==> src/rtl/param_table_arbiter.sv <==
// Two-requester round-robin arbiter in front of a read-only parameter lookup table.
// Latency: a response is registered one cycle after its grant cycle; out-of-range indices return 0 with rsp_err.
// Backpressure: single output slot; grants only while the slot is empty or draining this cycle (rsp_ready).
module param_table_arbiter #(
    parameter int ROWS = 2,
    parameter int COLS = 3,
    parameter int W    = 4,
    parameter logic [ROWS-1:0][COLS-1:0][W-1:0] TABLE = {ROWS{W'(6), W'(14), W'(5)}},
    localparam int RW = (ROWS > 1) ? $clog2(ROWS) : 1,
    localparam int CW = (COLS > 1) ? $clog2(COLS) : 1
) (
    input  logic                clk,
    input  logic                rst,
    input  logic [1:0]          req_valid,
    input  logic [1:0][RW-1:0]  req_row,
    input  logic [1:0][CW-1:0]  req_col,
    output logic [1:0]          req_ready,
    output logic                rsp_valid,
    input  logic                rsp_ready,
    output logic [W-1:0]        rsp_data,
    output logic                rsp_id,
    output logic                rsp_err
);

    logic         ptr;
    logic         slot_rdy;
    logic [1:0]   gnt;
    logic         gnt_vld;
    logic         gnt_id;
    logic [RW-1:0] sel_row;
    logic [CW-1:0] sel_col;
    logic [W-1:0] lookup_dat;
    logic         lookup_hit;
    logic [7:0]   gnt_cnt [2];

    assign slot_rdy = !rsp_valid || rsp_ready;

    // Pointer only breaks ties; a lone requester wins regardless of it.
    always_comb begin
        gnt = 2'b00;
        if (!rst && slot_rdy) begin
            if (req_valid == 2'b11) begin
                gnt[ptr] = 1'b1;
            end else begin
                gnt = req_valid;
            end
        end
    end

    assign gnt_vld   = |gnt;
    assign gnt_id    = gnt[1];
    assign req_ready = gnt;
    assign sel_row   = req_row[gnt_id];
    assign sel_col   = req_col[gnt_id];

    // Exhaustive match keeps out-of-range indices from ever addressing the table.
    always_comb begin
        lookup_dat = '0;
        lookup_hit = 1'b0;
        for (int r = 0; r < ROWS; r++) begin
            for (int c = 0; c < COLS; c++) begin
                if (sel_row == RW'(r) && sel_col == CW'(c)) begin
                    lookup_dat = TABLE[r][c];
                    lookup_hit = 1'b1;
                end
            end
        end
    end

    always_ff @(posedge clk) begin
        if (rst) begin
            rsp_valid <= 1'b0;
            rsp_data  <= '0;
            rsp_id    <= 1'b0;
            rsp_err   <= 1'b0;
        end else if (gnt_vld) begin
            rsp_valid <= 1'b1;
            rsp_data  <= lookup_dat;
            rsp_id    <= gnt_id;
            rsp_err   <= !lookup_hit;
        end else if (rsp_ready) begin
            rsp_valid <= 1'b0;
        end
    end

    always_ff @(posedge clk) begin
        if (rst) begin
            ptr <= 1'b0;
        end else if (gnt_vld) begin
            ptr <= !gnt_id;
        end
    end

    always_ff @(posedge clk) begin
        if (rst) begin
            gnt_cnt[0] <= 8'd0;
            gnt_cnt[1] <= 8'd0;
        end else begin
            for (int i = 0; i < 2; i++) begin
                if (gnt[i] && gnt_cnt[i] != 8'hff) begin
                    gnt_cnt[i] <= gnt_cnt[i] + 8'd1;
                end
            end
        end
    end

endmodule

==> config.mk <==
export PLATFORM = sky130hd
export DESIGN_NAME = param_table_arbiter
export DESIGN_NICKNAME = d
export VERILOG_FILES = /design/src/rtl/param_table_arbiter.sv
export SDC_FILE = /design/constraint.sdc
export NUM_CORES = 1
export LEC_CHECK = 0
export CELL_PAD_IN_SITES_DETAIL_PLACEMENT = 0
export CELL_PAD_IN_SITES_GLOBAL_PLACEMENT = 2
export CORE_MARGIN = 3
export CORE_UTILIZATION = 21
export CTS_CLUSTER_SIZE = 8
export DETAILED_ROUTE_END_ITERATION = 10
export PLACE_DENSITY_LB_ADDON = 0.1
export SKIP_CTS_REPAIR_TIMING = 1
export SLEW_MARGIN = 20
export SYNTH_ARGS = -nofsm -noshare
export SYNTH_HDL_FRONTEND = slang
export SYNTH_SLANG_ARGS = --single-unit
==> constraint.sdc <==
create_clock -name clk -period 1.6 [get_ports clk]
set_clock_uncertainty 0.05 [all_clocks]
set_input_delay 0.4 -clock clk [delete_from_list [all_inputs] [get_ports clk]]
set_output_delay 0.4 -clock clk [all_outputs]
set_load 0.03 [all_outputs]
==> flow_summary.toml, run 1 <==
[status]
status = "complete, but fails checks"
violations = "setup timing"

[worst_setup_path]
crit_type = "reg -> out"
setup.worst_path.start = "rsp_valid$_SDFFE_PP0P_"
reg2regPathDepth = 3
worst_setup_path_end_kind = "output pin"
cp.required_ns = 1.15
arrival_ns = 1.16
crit_end = "req_ready[1]"
rr_startpoint = "ptr$_SDFFE_PP0P_"
timing.rr.end = "rsp_data[0]$_SDFFE_PP0P_"
critPathMaxFanout = 3
crit_path_start_kind = "flip-flop"
reg2reg_slack_ns = 0.35

[clocking]
root_buffer = "clkbuf_4"
worstSkewPairLatency_ns = 0.25
path_clk_slew_ns = 0.05
h-tree-depth = 1
cts_buffers = 3
cts.sinks = 8
cts_tree = "yes"
clockBufferDepth = 2

[layout]
areaGrowthSynthToFinish_pct = 96.67
layout-drive-gt1-share_pct = 37.36
regArea_um2 = 162.7
most-common-layout-cells = "buf_4, dlymetal6s2s_1, a21oi_1, dfxtp_1, clkdlybuf4s50_1"
layout_commonest_cell = "buf_4"
fillers = 217
antenna_cells = 0
multi_input_area_um2 = 299.0
final_area_um2 = 885.9
nets = 104

[synth]
ys_seq_area_share_pct = 35.56
synthAdderAreaFrac_pct = 0
syn_nets = 65
async_flop_share_pct = 0
synth.distinct_cells = 26
syn_area_per_cell_um2 = 8.341
synth_compound_area_share_pct = 31.11
synth_mux_area_share_pct = 0
syn_inst = 54
synth_edf_count = 0
yosys.area_share.xor_xnor_pct = 3.889
synth_top_family_by_area = "compound AO/OA/AOI/OAI gates"
synth_ff_type = "dfxtp_1"
synthSimpleGateAreaFrac_pct = 22.22
netlist_area_um2 = 450.4
ys_warn_count = 0
ys_ff_latch = 8

[placement]
place.gp.congestion = 0.7330
placed_area_um2 = 807.0
dpl_worst_slack_ns = -0.3807
hpwl_mm = 1.120
numPortBuffers = 17

[floorplan]
dieArea_mm2 = 0.002737
io_pins = 20
num_rows = 16
die_w_um = 52.32
core-area_mm2 = 0.002002
fp.dieH_um = 52.32
start_util_pct = 22.50

[min_path]
hp-class = "reg -> reg"

[sta]
finalHoldViolCount = 0
slew_violations = 0
fmax_ghz = 0.6200
relSlewSlack_pct = 78.21
rsz0062_at_grt = "yes"
fin_crit_ns = 1.613
worstMarginPinSlew_ns = 0.3263
finalCritPeriodShare_pct = 100.8
setup_viol = 1
layout_setup_ws_ns = -0.01289

[global_route]
grt_overflow = 0
grt_pass1_wl_mm = 2.166
grt_max_degree = 8
grt_pass1_vias = 496
track_usage_pct = 10.91
antenna_found_initial = 0

[route]
dr.pass1.iters = 4
wl_per_cell_um = 11.25
drt_iter0_markers = 12
routed_via_density = 4.483
vias = 529
remaining_drc_errors = 0
wl_mm = 1.328
ant_nets = 0

[power]
power.density_mw_per_mm2 = 680.0
p_sw_share_pct = 30.78
p_sw_mw = 0.1854
combPwrFrac_pct = 37.0
power.total_mw = 0.6024
power_frac_clock_pct = 25.0
seq_power_share_pct = 38.0
internal-power_mw = 0.4170
p_leak_nw = 0.4947
ir_drop_mv = 0.3059

[flow_run]
maxCapViolCount = 0
==> power by group through the flow <==
stage / Sequential (mW) / Clock, mW / Combinational, mW
finish: 0.229 / 0.150 / 0.223
global route: 0.231 / 0.173 / 0.240
CTS: 0.228 / 0.161 / 0.220
detailed placement: 0.232 / 0 / 0.220
global placement: 0.232 / 0 / 0.221
floorplan: 0.262 / 0 / 0.0770
==> area by class of cell <==
cell class | instances | area share, %
clock buffer | 3 | 2.542
inverter | 3 | 1.554
multi-input combinational | 40 | 33.76
sequential | 8 | 18.36
tap | 27 | 3.814
timing repair buffer | 37 | 39.97
==> worst min-delay path by stage <==
stage                             start                  end  slack (ns)  cells after the start
floorplan              ptr$_SDFFE_PP0P_     ptr$_SDFFE_PP0P_        0.44                      2
global placement    rsp_id$_SDFFE_PP0P_  rsp_id$_SDFFE_PP0P_        0.42                      2
detailed placement  rsp_id$_SDFFE_PP0P_  rsp_id$_SDFFE_PP0P_        0.43                      2
CTS                 rsp_id$_SDFFE_PP0P_  rsp_id$_SDFFE_PP0P_        0.43                      2
global route        rsp_id$_SDFFE_PP0P_  rsp_id$_SDFFE_PP0P_        0.46                      2
finish              rsp_id$_SDFFE_PP0P_  rsp_id$_SDFFE_PP0P_        0.42                      2
==> cell families after synthesis <==
kind of cell,count (synthesis)
AOI/OAI and AO/OA,20
and+or+nand+nor,18
xor gates and xnor gates,2
DFF,8
buffers and inverters,6
==> state kept, by name (all words and copies together), names as in the netlist <==
| name | flops |
|---|---|
| rsp_id | 1 |
| rsp_err | 1 |
| ptr | 1 |
| rsp_data | 4 |
| rsp_valid | 1 |
==> critical path, cell delays in order, from the launching register on <==
cell and delay [ns]:
dfxtp_2 0.32, nor2b_4 0.13, buf_4 0.14, nor4_4 0.12, buf_4 0.20
==> routing by layer <==
metal	share of wire, %	global-route usage [%]	up-vias
li1	-	-	283
met1	48	14.75	232
met2	47	15.50	14
met3	4.9	1.709	0
met4	0	7.660	0
met5	0	0	-
==> stage by stage <==
stage / TNS (ns) / utilization (%) / hold slack [ns] / std cells
after floorplan: 0 / - / 0.4372 / 54
after global placement: -2.260 / 40.31 / 0.4155 / 115
after detailed placement: -2.200 / 40.31 / 0.4252 / 115
after CTS: -1.743 / 41.44 / 0.4331 / 118
after global routing: -0.07368 / 44.25 / 0.4552 / 118
final: -0.01289 / 44.25 / 0.4239 / 118
==> cell usage after synthesis, drive strengths merged (2+ instances only) <==
library cell	count	area share, %
clkbuf	2	1.7
nand2	2	1.7
nor3	2	2.2
nor2	3	2.5
o41ai	3	5.8
inv	3	3.1
nor2b	3	4.2
a311oi	3	5.8
o211ai	2	3.3
dfxtp	8	36
xor2	2	3.9
a21oi	6	6.7
o21ai	2	2.2
nand2b	2	2.8
(Power assumes the default switching activity.)
==> inputs of run 2 (changes only) <==
--- a/config.mk
+++ b/config.mk
@@ -7,8 +7,9 @@
 export LEC_CHECK = 0
 export CELL_PAD_IN_SITES_DETAIL_PLACEMENT = 0
 export CELL_PAD_IN_SITES_GLOBAL_PLACEMENT = 2
-export CORE_MARGIN = 3
+export CORE_MARGIN = 5
 export CORE_UTILIZATION = 21
+export CTS_CLUSTER_DIAMETER = 200
 export CTS_CLUSTER_SIZE = 8
 export DETAILED_ROUTE_END_ITERATION = 10
 export PLACE_DENSITY_LB_ADDON = 0.1
==> run 2 against run 1 <==
  * The flow now finishes without violations
  * Flip-flop and latch count unchanged
  * Sequential power about the same
  * Die area up 16%
  * Combinational power down 2%
  * Clock power up 3%
  * Critical path type is now in -> out
  * Routed wire length up 9.8%
  * Core utilization down 1.0 points
  * Fmax up 4.9%
  * First-iteration DRC count up 50%
==> flow_summary.toml, run 2 (synthesis gave the netlist of run 1 again) <==
[floorplan]
num_rows = 16
dieArea_mm2 = 0.003171
io_pins = 20
die_w_um = 56.32
core-area_mm2 = 0.002002
start_util_pct = 22.50
fp.dieH_um = 56.32

[layout]
nets = 101
top_register = "rsp_data"
regArea_um2 = 162.7
layout-drive-gt1-share_pct = 36.36
antenna_cells = 0
layout_commonest_cell = "buf_4"
most-common-layout-cells = "buf_4, dlymetal6s2s_1, a21oi_1, dfxtp_1, clkdlybuf4s50_1"
multi_input_area_um2 = 301.5
areaGrowthSynthToFinish_pct = 92.22
largest_register_ffs = 4
final_area_um2 = 865.8
fillers = 203

[route]
wl_met1_um = 658
vias = 548
routed_via_density = 4.765
wl_met2_um = 638
remaining_drc_errors = 0
wl_mm = 1.458
drt_iter0_markers = 18
ant_nets = 0
wl_met3_um = 107
highest_layer = "met4"
wl_per_cell_um = 12.68
dr.pass1.iters = 4

[worst_setup_path]
timing.rr.end = "rsp_data[0]$_SDFFE_PP0P_"
arrival_ns = 1.09
critPathMaxFanout = 5
rr_startpoint = "ptr$_SDFFE_PP0P_"
crit_type = "in -> out"
crit_path_start_kind = "input pin"
worst_setup_path_end_kind = "output pin"
cp.required_ns = 1.15
reg2regPathDepth = 3
reg2reg_slack_ns = 0.36

[placement]
placed_area_um2 = 789.5
dpl_worst_slack_ns = -0.3426
place.gp.congestion = 0.7475
numPortBuffers = 17
hpwl_mm = 1.138

[power]
internal-power_mw = 0.4126
power_frac_clock_pct = 25.6
p_leak_nw = 0.4796
p_sw_mw = 0.1899
combPwrFrac_pct = 36.3
seq_power_share_pct = 38.1
ir_drop_mv = 0.2885
power.total_mw = 0.6025
p_sw_share_pct = 31.52
power.density_mw_per_mm2 = 695.8

[clocking]
cts.sinks = 8
clockBufferDepth = 2
root_buffer = "clkbuf_4"
h-tree-depth = 1
path_clk_slew_ns = 0.05
cts_buffers = 3
worstSkewPairLatency_ns = 0.26
cts_tree = "yes"

[min_path]
hp-class = "reg -> reg"
hold_path_depth = 2
hold_end = "rsp_id$_SDFFE_PP0P_"
hold_path_startpoint = "rsp_id$_SDFFE_PP0P_"

[global_route]
grt_max_degree = 11
grt_overflow = 0
grt_pass1_wl_mm = 2.256
grt_pass1_vias = 510
antenna_found_initial = 0
track_usage_pct = 9.607

[flow_run]
maxCapViolCount = 0

[sta]
layout_setup_ws_ns = 0.06238
finalHoldViolCount = 0
relSlewSlack_pct = 77.97
fmax_ghz = 0.6504
rsz0062_at_grt = "no"
setup_viol = 0
finalCritPeriodShare_pct = 96.10
fin_crit_ns = 1.538
worstMarginPinSlew_ns = 0.3299
slew_violations = 0

[status]
status = "completed"
==> run 2: cell types whose count changed in the layout (fill, tap and decap cells not counted), sizes merged <==
cell,delta
buf,-3
==> run 2: metal layers <==
metal	global-route usage, %	up-vias
met5	0	-
met3	2.064	5
met1	12.38	238
li1	-	279
met2	12.85	26
met4	9.153	0
==> run 2: power groups by stage <==
stage	logic [mW]	clock network (mW)	registers [mW]
2_1_floorplan	0.0770	0	0.262
3_3_place_gp	0.220	0	0.232
3_5_place_dp	0.218	0	0.232
4_1_cts	0.218	0.164	0.228
5_1_grt	0.235	0.180	0.233
6_report	0.219	0.154	0.230
==> run 2: worst max path at each step <==
stage	end	start	cells past startpoint	slack [ns]
2_1_floorplan	req_ready[1]	rst	2	0.006
3_3_place_gp	req_ready[1]	req_valid[0]	4	-0.36
3_5_place_dp	rsp_data[0]$_SDFFE_PP0P_	req_valid[1]	4	-0.34
4_1_cts	req_ready[1]	req_valid[0]	4	-0.34
5_1_grt	req_ready[0]	rst	4	0.02
6_report	req_ready[0]	rst	4	0.06
==> run 2: area by class of cell <==
| class | instances | area share (%) |
|---|---|---|
| Sequential cell | 8 | 18.79 |
| Clock buffer | 3 | 2.601 |
| Inverter | 3 | 1.590 |
| Tap cell | 27 | 3.902 |
| Timing Repair Buffer | 34 | 38.29 |
| Multi-Input combinational cell | 40 | 34.83 |
==> run 2: critical path: stages <==
cell	delay, ns
dlymetal6s2s_1	0.18
buf_4	0.18
nor3_4	0.17
buf_6	0.15
==> run 2: per-stage QoR <==
step	hold slack (ns)	util [%]	setup TNS [ns]	instances
final	0.4214	43.25	0	115
after global routing	0.4599	43.25	0	115
after CTS	0.4307	40.56	-1.560	114
after detailed placement	0.4227	39.44	-1.960	111
after global placement	0.4160	39.44	-2.049	111
after floorplan	0.4372	-	0	54
